<file path="src/rtl/snn_pkg.sv">
// Shared types and helpers for the spiking layer: FSM encoding, width calc, saturating add.
// Combinational helpers only; no latency, no backpressure.
package snn_pkg;

    typedef enum logic [1:0] {
        S_IDLE,
        S_ACCUM,
        S_UPDATE,
        S_DONE
    } state_t;

    function automatic int acc_width(input int dw, input int int_dw);
        return dw + int_dw;
    endfunction

    // Index width that never collapses to zero for single-entry arrays.
    function automatic int clog2m1(input int n);
        return (n <= 1) ? 1 : $clog2(n);
    endfunction

    // Symmetric clamp to +/-(2^(w-1)-1); callers keep w well below 64.
    function automatic logic signed [63:0] sat_add(input logic signed [63:0] a,
                                                   input logic signed [63:0] b,
                                                   input int w);
        logic signed [63:0] lim;
        logic signed [63:0] s;
        lim = (64'sd1 <<< (w - 1)) - 64'sd1;
        s   = a + b;
        if (s > lim)
            return lim;
        if (s < -lim)
            return -lim;
        return s;
    endfunction

endpackage

</file>
<file path="src/rtl/lif_neuron.sv">
// Leaky integrate-and-fire neuron: leak, saturating integrate, threshold and refractory count.
// State commits on the update strobe only; no backpressure.
module lif_neuron
    import snn_pkg::*;
#(
    parameter  int ACC_W      = 24,
    parameter  int LEAK_SHIFT = 4,
    parameter  int THRESH     = 6000,
    parameter  int REFRAC     = 2,
    localparam int RW         = clog2m1(REFRAC + 1)
) (
    input  logic                    clk,
    input  logic                    rst,
    input  logic                    update,
    input  logic signed [ACC_W-1:0] sum,
    input  logic                    inhibit,
    output logic                    cand,
    output logic signed [ACC_W-1:0] v
);

    logic signed [ACC_W-1:0] v_q;
    logic signed [ACC_W-1:0] v_leak;
    logic signed [ACC_W-1:0] v_next;
    logic [RW-1:0]           refrac_q;

    // Subtracting V>>>k only shrinks magnitude, so only the add of sum can overflow.
    assign v_leak = v_q - (v_q >>> LEAK_SHIFT);
    assign v_next = ACC_W'(sat_add(64'(v_leak), 64'(sum), ACC_W));
    assign cand   = (refrac_q == '0) && (v_next >= ACC_W'(THRESH));
    assign v      = v_q;

    always_ff @(posedge clk) begin
        if (!rst) begin
            v_q      <= '0;
            refrac_q <= '0;
        end else if (update) begin
            if (refrac_q != '0) begin
                v_q      <= '0;
                refrac_q <= refrac_q - RW'(1);
            end else if (cand) begin
                // A WTA loser is silenced but stays free to integrate next step.
                v_q <= '0;
                if (!inhibit)
                    refrac_q <= RW'(REFRAC);
            end else begin
                v_q <= v_next;
            end
        end
    end

endmodule

</file>
<file path="src/rtl/snn_layer_wta.sv">
// Time-stepped LIF layer with writable weights and optional winner-take-all.
// Start in cycle 0 gives done in cycle INPUTNUM+2; starts outside IDLE are dropped, no queueing.
module snn_layer_wta
    import snn_pkg::*;
#(
    parameter  int DW         = 16,
    parameter  int INT_DW     = 8,
    parameter  int INPUTNUM   = 4,
    parameter  int EXCNUM     = 2,
    parameter  int LEAK_SHIFT = 4,
    parameter  int THRESH     = 6000,
    parameter  int REFRAC     = 2,
    parameter  int W_INIT     = 2000,
    localparam int ACC_W      = acc_width(DW, INT_DW),
    localparam int IW         = clog2m1(INPUTNUM),
    localparam int OW         = clog2m1(EXCNUM)
) (
    input  logic                    clk,
    input  logic                    rst,
    input  logic                    start,
    input  logic [INPUTNUM-1:0]     in_spikes,
    input  logic                    wta_en,
    output logic                    busy,
    output logic                    done,
    output logic [EXCNUM-1:0]       out_spikes,
    input  logic                    w_we,
    input  logic [IW-1:0]           w_in_idx,
    input  logic [OW-1:0]           w_out_idx,
    input  logic signed [DW-1:0]    w_data,
    input  logic [OW-1:0]           v_sel,
    output logic signed [ACC_W-1:0] v_mem
);

    state_t                  state_q, state_d;
    logic [IW-1:0]           cnt_q;
    logic [INPUTNUM-1:0]     spk_q;
    logic                    wta_q;
    logic signed [DW-1:0]    w_q     [INPUTNUM][EXCNUM];
    logic signed [ACC_W-1:0] sum_q   [EXCNUM];
    logic signed [ACC_W-1:0] sum_nxt [EXCNUM];
    logic signed [ACC_W-1:0] v_all   [EXCNUM];
    logic [EXCNUM-1:0]       cand, winner, inhibit;
    logic                    accept, update;

    assign accept = (state_q == S_IDLE) && start;
    assign update = (state_q == S_UPDATE);
    assign busy   = (state_q != S_IDLE);
    assign done   = (state_q == S_DONE);

    always_ff @(posedge clk) begin
        if (!rst)
            state_q <= S_IDLE;
        else
            state_q <= state_d;
    end

    always_comb begin
        state_d = state_q;
        unique case (state_q)
            S_IDLE:   if (start) state_d = S_ACCUM;
            S_ACCUM:  if (cnt_q == IW'(INPUTNUM - 1)) state_d = S_UPDATE;
            S_UPDATE: state_d = S_DONE;
            S_DONE:   state_d = S_IDLE;
            default:  state_d = S_IDLE;
        endcase
    end

    // Lowest-index candidate wins; the rest are inhibited only when WTA is armed.
    assign winner  = cand & (~cand + EXCNUM'(1));
    assign inhibit = {EXCNUM{wta_q}} & cand & ~winner;

    always_ff @(posedge clk) begin
        if (!rst) begin
            cnt_q      <= '0;
            spk_q      <= '0;
            wta_q      <= 1'b0;
            out_spikes <= '0;
            for (int n = 0; n < EXCNUM; n++)
                sum_q[n] <= '0;
        end else begin
            if (accept) begin
                cnt_q <= '0;
                spk_q <= in_spikes;
                wta_q <= wta_en;
                for (int n = 0; n < EXCNUM; n++)
                    sum_q[n] <= '0;
            end else if (state_q == S_ACCUM) begin
                cnt_q <= cnt_q + IW'(1);
                for (int n = 0; n < EXCNUM; n++)
                    sum_q[n] <= sum_nxt[n];
            end
            if (update)
                out_spikes <= wta_q ? winner : cand;
        end
    end

    always_ff @(posedge clk) begin
        if (!rst) begin
            for (int i = 0; i < INPUTNUM; i++)
                for (int n = 0; n < EXCNUM; n++)
                    w_q[i][n] <= DW'(W_INIT);
        end else if (w_we && !busy && (int'(w_in_idx) < INPUTNUM) && (int'(w_out_idx) < EXCNUM)) begin
            w_q[w_in_idx][w_out_idx] <= w_data;
        end
    end

    for (genvar n = 0; n < EXCNUM; n++) begin : g_neuron
        assign sum_nxt[n] = ACC_W'(sat_add(64'(sum_q[n]),
                                           spk_q[cnt_q] ? 64'(w_q[cnt_q][n]) : 64'sd0,
                                           ACC_W));

        lif_neuron #(
            .ACC_W      (ACC_W),
            .LEAK_SHIFT (LEAK_SHIFT),
            .THRESH     (THRESH),
            .REFRAC     (REFRAC)
        ) u_lif (
            .clk     (clk),
            .rst     (rst),
            .update  (update),
            .sum     (sum_q[n]),
            .inhibit (inhibit[n]),
            .cand    (cand[n]),
            .v       (v_all[n])
        );
    end

    always_comb begin
        v_mem = '0;
        for (int n = 0; n < EXCNUM; n++)
            if (v_sel == OW'(n))
                v_mem = v_all[n];
    end

endmodule

</file>
<file path="config.mk">
export PLATFORM = sky130hd
export DESIGN_NAME = snn_layer_wta
export DESIGN_NICKNAME = d
export VERILOG_FILES = /design/src/rtl/snn_pkg.sv /design/src/rtl/lif_neuron.sv /design/src/rtl/snn_layer_wta.sv
export SDC_FILE = /design/constraint.sdc
export NUM_CORES = 1
export LEC_CHECK = 0
export CAP_MARGIN = 20
export CORE_MARGIN = 2
export CORE_UTILIZATION = 49
export CTS_BUF_LIST = sky130_fd_sc_hd__clkbuf_8
export DETAILED_ROUTE_END_ITERATION = 10
export MAX_ROUTING_LAYER = met4
export PLACE_DENSITY = 0.66
export SETUP_SLACK_MARGIN = 0.4
export SKIP_LAST_GASP = 1
export SLEW_MARGIN = 20
export SYNTH_ARGS = -nofsm -noshare
export SYNTH_HDL_FRONTEND = slang
export SYNTH_HIERARCHICAL = 1
export SYNTH_SLANG_ARGS = --single-unit
export TNS_END_PERCENT = 100
</file>
<file path="constraint.sdc">
create_clock -name clk -period 10.03 [get_ports clk]
set_input_delay 2.006 -clock clk [delete_from_list [all_inputs] [get_ports clk]]
set_output_delay 2.006 -clock clk [all_outputs]
set_load 0.05 [all_outputs]
</file>
# After elaboration in Yosys (flattened, before gate mapping)
# Memories as Yosys holds them, arrays and structs flattened. A register that Yosys moved wholly into a read port is not among the register bits.
# Index checks and enable logic that the tools add are counted.
# classes
addsub,10
order_cmp,13
n_eq_ne,8
mux,69
bitwise_logic,11
n_reduce_logical,19
# op_table
operator,n
24-bit two-way mux,25
24-bit by 64-bit adder with 64-bit output,2
"64-bit by 24-bit > comparator with 1-bit output, second input constant",2
"64-bit by 24-bit < comparator with 1-bit output, second input constant",2
64-bit two-way mux,2
32-bit two-way mux,3
24-bit by 24-bit adder with 25-bit output,2
"25-bit by 24-bit > comparator with 1-bit output, second input constant",2
"25-bit by 24-bit < comparator with 1-bit output, second input constant",2
"24-bit by 14-bit >= comparator with 1-bit output, second input constant",2
24-bit by 20-bit subtractor with 24-bit output,2
32-bit OR reduction,1
2-bit two-way mux,12
1-bit two-way mux,23
16-bit demux with 1-bit select,1
16-bit two-way mux,1
2-bit nonzero test,5
2-bit one-hot mux with 4 select lines,1
2-bit AND,3
"2-bit equality test, second input constant",3
2-bit logical NOT,3
3-bit AND reduction,2
1-bit logical AND,5
"2-bit by 1-bit adder with 2-bit output, second input constant",2
other kinds (15),22
# totals
ff_bits,63
ram_bits,176
inputBits,29
output_inout_bits,28
mem_count,2
# mem_list
memory,words,word_bits,rd,rd_ports_with_merged_regs,wr,line_no,rtl
w_q,4,32,1,1,4,snn_layer_wta.sv:38,logic signed [DW-1:0] w_q [INPUTNUM][EXCNUM];
sum_q,2,24,2,0,2,snn_layer_wta.sv:39,logic signed [ACC_W-1:0] sum_q [EXCNUM];

# Longest topological paths before layout
# logic_depth
depth_word,17
mapped_depth,28
ltp_nobuf,27

# Hierarchy
# Netlist, hierarchy kept.
# modules_own_cells
mod,n_inst,cells_per_inst,area_each_um2
snn_layer_wta,1,1144,12438.2
lif_neuron,2,515,3848.7

# Worst setup path before layout
# No wires, ideal clock.
# synth_path
kind,register to register
start,register with a tool-made name
end,"memory sum_q[1][15] (netlist: sum_q[0][39]), data pin"
setup_ns,0.271
arrival_time_ns,5.905
t_required_ns,9.759
path_slack_ns,3.854
path_stages_with_launch,21
cell_sequence,dfxtp_1 -> clkbuf_1 -> clkbuf_1 -> mux4_2 -> nor2b_1 -> ha_1 -> clkbuf_1 -> nand2_1 -> o21ai_0 -> inv_1 -> a311oi_1 -> o21a_1 -> o21ai_0 -> nand2b_1 -> fa_1 -> or4b_2 -> nor4_1 -> o31a_1 -> o21ai_1 -> a21oi_1 -> o22ai_1
# synth_lines
item,line_no
to (decl),snn_layer_wta.sv:39

==> flow_metrics.tcl <==
set metrics [dict create \
    worst_pin_slew_ns 1.004 \
    clk-insertion-delay-late_ns 0.59 \
    post-cts-setup-buffer-count 0 \
    drc 0 \
    start_util_pct 49.43 \
    synth_area_leaders "edfxtp_1 (26%), ha_1 (9.8%), dfxtp_1 (6.5%)" \
    fin_cells 2763 \
    io_buffer_count 56 \
    hp-class "reg2reg" \
    cts_buffer_depth 3 \
    grt-ovfl-total 0 \
    avgSynthCellArea_um2 9.262 \
    post_drt_wl_per_cell_um 19.90 \
    wl_um 54990 \
    cts_hold_buf 0 \
    vdd_ir_drop_max_uv 178.2 \
    grt_pass1_vias 15870 \
    clockRootBuffer "clkbuf_8" \
    cts_resized 0 \
    yosysTopAreaCellShare_pct 26.25 \
    critPathMaxFanout 32 \
    postLayoutCoreUtil_pct 53.77 \
    drv_slew 0 \
    hold_viol 0 \
    outcome "finished, final reports clean" \
    synthFlopType "edfxtp_1" \
    cts_num_sinks 241 \
    dp.cells 2683 \
    critPathArrivalTime_ns 7.20 \
    nFillCells 3712 \
    hpwl_um 42340 \
    fin_tns_setup_ns 0 \
    drt_iter0_drc 1336 \
    synthCells 2174 \
    powerDensity_nw_per_um2 297.1 \
    row_count 74 \
    max_slew_margin_pct 32.85 \
    synth_warnings 6 \
    r2r_start "cnt_q[0]" \
    htreeDepth 2 \
    period_minus_slack_ns 6.922 \
    io_pins 57 \
    finish.net_count 2406 \
    synthesis.area_um2 20140 \
    path_cells "mux2_2 -> o21ai_2 -> buf_4 -> a211o_1 -> inv_1 -> ha_1 -> a21oi_1 -> nor2_1 -> a211oi_1 -> o211ai_1 -> o21a_1 -> o21ai_0 -> nand2b_1 -> fa_1 -> or4b_2 -> nor4_1 -> o21ai_2 -> nand2_1 -> o211ai_1" \
    synth_fa_ha_area_share_pct 12.64 \
    met2_usage_pct 42.28 \
    grt_pass1_wl_um 85950 \
    synth_compound_area_share_pct 21.23 \
    routabilityCongestion 0.9121 \
    met1_usage_pct 36.15 \
    critPathMaxStageDelay_ns 0.69 \
    synth_edf_count 176 \
    fmax_mhz 144.5 \
    vias_per_cell 6.045 \
    synth.distinct_cells 91 \
    setup.worst_path.start_class "flop" \
    vias 16700 \
    synth_top_family_by_area "compound AO/OA/AOI/OAI gates" \
    crit_buf_inv 2 \
    syn_nets 2384 \
    synth-seq-cells 241 \
    yosys.area.top_type "edfxtp_1" \
    ff2ff_path_depth 19 \
    setup_violations 0 \
    grt_max_degree 49 \
    rsz0062_at_grt "no" \
    worst_path_max_delay_cell "or4b_2" \
    cts_tree "done" \
    core_um2 40740 \
    cts_buffers 43 \
    finClkSkew_ns 0.03213 \
    grtUsageMet3_pct 2.889 \
    antenna_cells 0 \
    grt-busiest-layer "met2" \
    yosys.area_share.simple_pct 19.47 \
    end_kind "flop" \
    crit_family "compound AO/OA/AOI/OAI gates" \
    maxCapViolCount 0 \
    hp-start "spk_q[0]" \
    ys_seq_area_share_pct 32.71 \
    area_growth_syn_to_layout_pct 8.793 \
    cp_data_required_time_ns 10.31 \
    synth.area.mux_share_pct 5.586 \
    grt_use_total_pct 26.47 \
    synthArstFlopShare_pct 0 \
    post-route-period-util_pct 69.01 \
    clk_pin_slew_ns 0.06 \
    die-area_um2 42730 \
    rrSetupSlack_ns 3.11 \
    yosys-top-cells-count "edfxtp_1 (176), ha_1 (157), nand2_1 (147)" \
    fp.dieH_um 206.7 \
    whs_path_depth 2 \
    drive_gt1_share_pct 7.710 \
    grt_antenna_before_repair 0 \
    synth_most_common_cell "edfxtp_1" \
    drtAntennaViolNets 0 \
    worstReg2RegEnd "sum_q[0][34]" \
    path_class "reg2reg" \
    whs_endpoint "spk_q[0]" \
    leakagePower_nw 8.576 \
    first_pass_iters 7 \
    die_w_um 206.7 \
    synth_xor_area_share_pct 4.524 \
]
[where the power goes]
part	total, mW	internal, mW	switching [mW]
Combinational	4.25	1.57	2.68
Sequential	1.39	1.25	0.141
Clock	0.872	0.437	0.435
Total	6.51	3.26	3.25
[per-layer routing]
metal / up-vias / wire [µm]
met3: 74 / 2503
met1: 8005 / 26070
met4: 0 / 1247
li1: 8199 / -
met5: - / 0
met2: 424 / 25170
[kinds of logic (layout without fill, tap and decap cells)]
logic type | count (synthesis) | count (layout)
flops | 241 | 241
buf+inv | 194 | 251
compound gates | 632 | 632
simple gates | 737 | 737
xor+xnor | 104 | 104
other cells | 1 | 1
mux | 74 | 74
fa+ha+maj | 191 | 191
[flip-flops by register name, indices dropped and copies added, names as in the netlist, named ones only]
register / count
wta_q: 1
cnt_q: 2
w_q: 128
sum_q: 48
g_neuron.u_lif/refrac_q: 4
g_neuron.u_lif/v: 48
out_spikes: 2
state_q: 2
spk_q: 4
[cells in the final DEF, fill, tap and decap left out, drive strengths merged, types with 18 or more instances in the layout]
master           n
a211oi          27
a21o            90
a21oi          142
a22o            33
a31oi           18
and2            92
and3            18
buf             18
clkbuf          47
clkdlybuf4s50   56
dfxtp           65
edfxtp         176
fa              24
ha             157
inv            112
mux2            27
mux2i           19
mux4            28
nand2          147
nand2b          45
nand3           59
nand4           33
nor2           130
nor2b           53
nor3            46
o211ai          19
o21a            27
o21ai          147
or3             50
xnor2           67
xor2            37
[layout make-up]
class                   instances  area, µm²  area share (%)
clock inverters                33      160.2          0.7311
flip-flops and latches        241       6589           30.08
clock buffers                  47      646.9           2.953
multi-input cells            1739      12780           58.36
repair buffers                 74      695.7           3.176
inverters                      97      364.1           1.662
well taps                     532      665.6           3.039
[tightest hold or removal path: stages (launching register included)]
cell	delay, ns
dfxtp_1	0.31
nand2_1	0.05
a21oi_1	0.05
[through the flow]
stage / hold slack, ns / power (mW) / worst slack [ns] / cell area, µm²
detailed placement: 0.4511 / 9.116 / 3.202 / 21100
global route: 0.4870 / 24.80 / 2.386 / 21910
global placement: 0.4449 / 5.518 / 3.372 / 21100
floorplan: 0.4314 / 7.196 / 3.854 / 20140
finish: 0.4615 / 6.508 / 3.108 / 21910
CTS: 0.4604 / 10.02 / 3.148 / 21900
[worst max-delay path by stage]
stage                        start            to  depth (start not counted)
after floorplan               flop  sum_q[0][39]                         20
after global placement    cnt_q[0]  sum_q[0][26]                         19
after detailed placement  cnt_q[0]  sum_q[0][34]                         19
after CTS                 cnt_q[0]  sum_q[0][34]                         19
after global routing      cnt_q[0]  sum_q[0][34]                         23
final                     cnt_q[0]  sum_q[0][34]                         19
No activity file was read; power rests on OpenSTA's default activity.
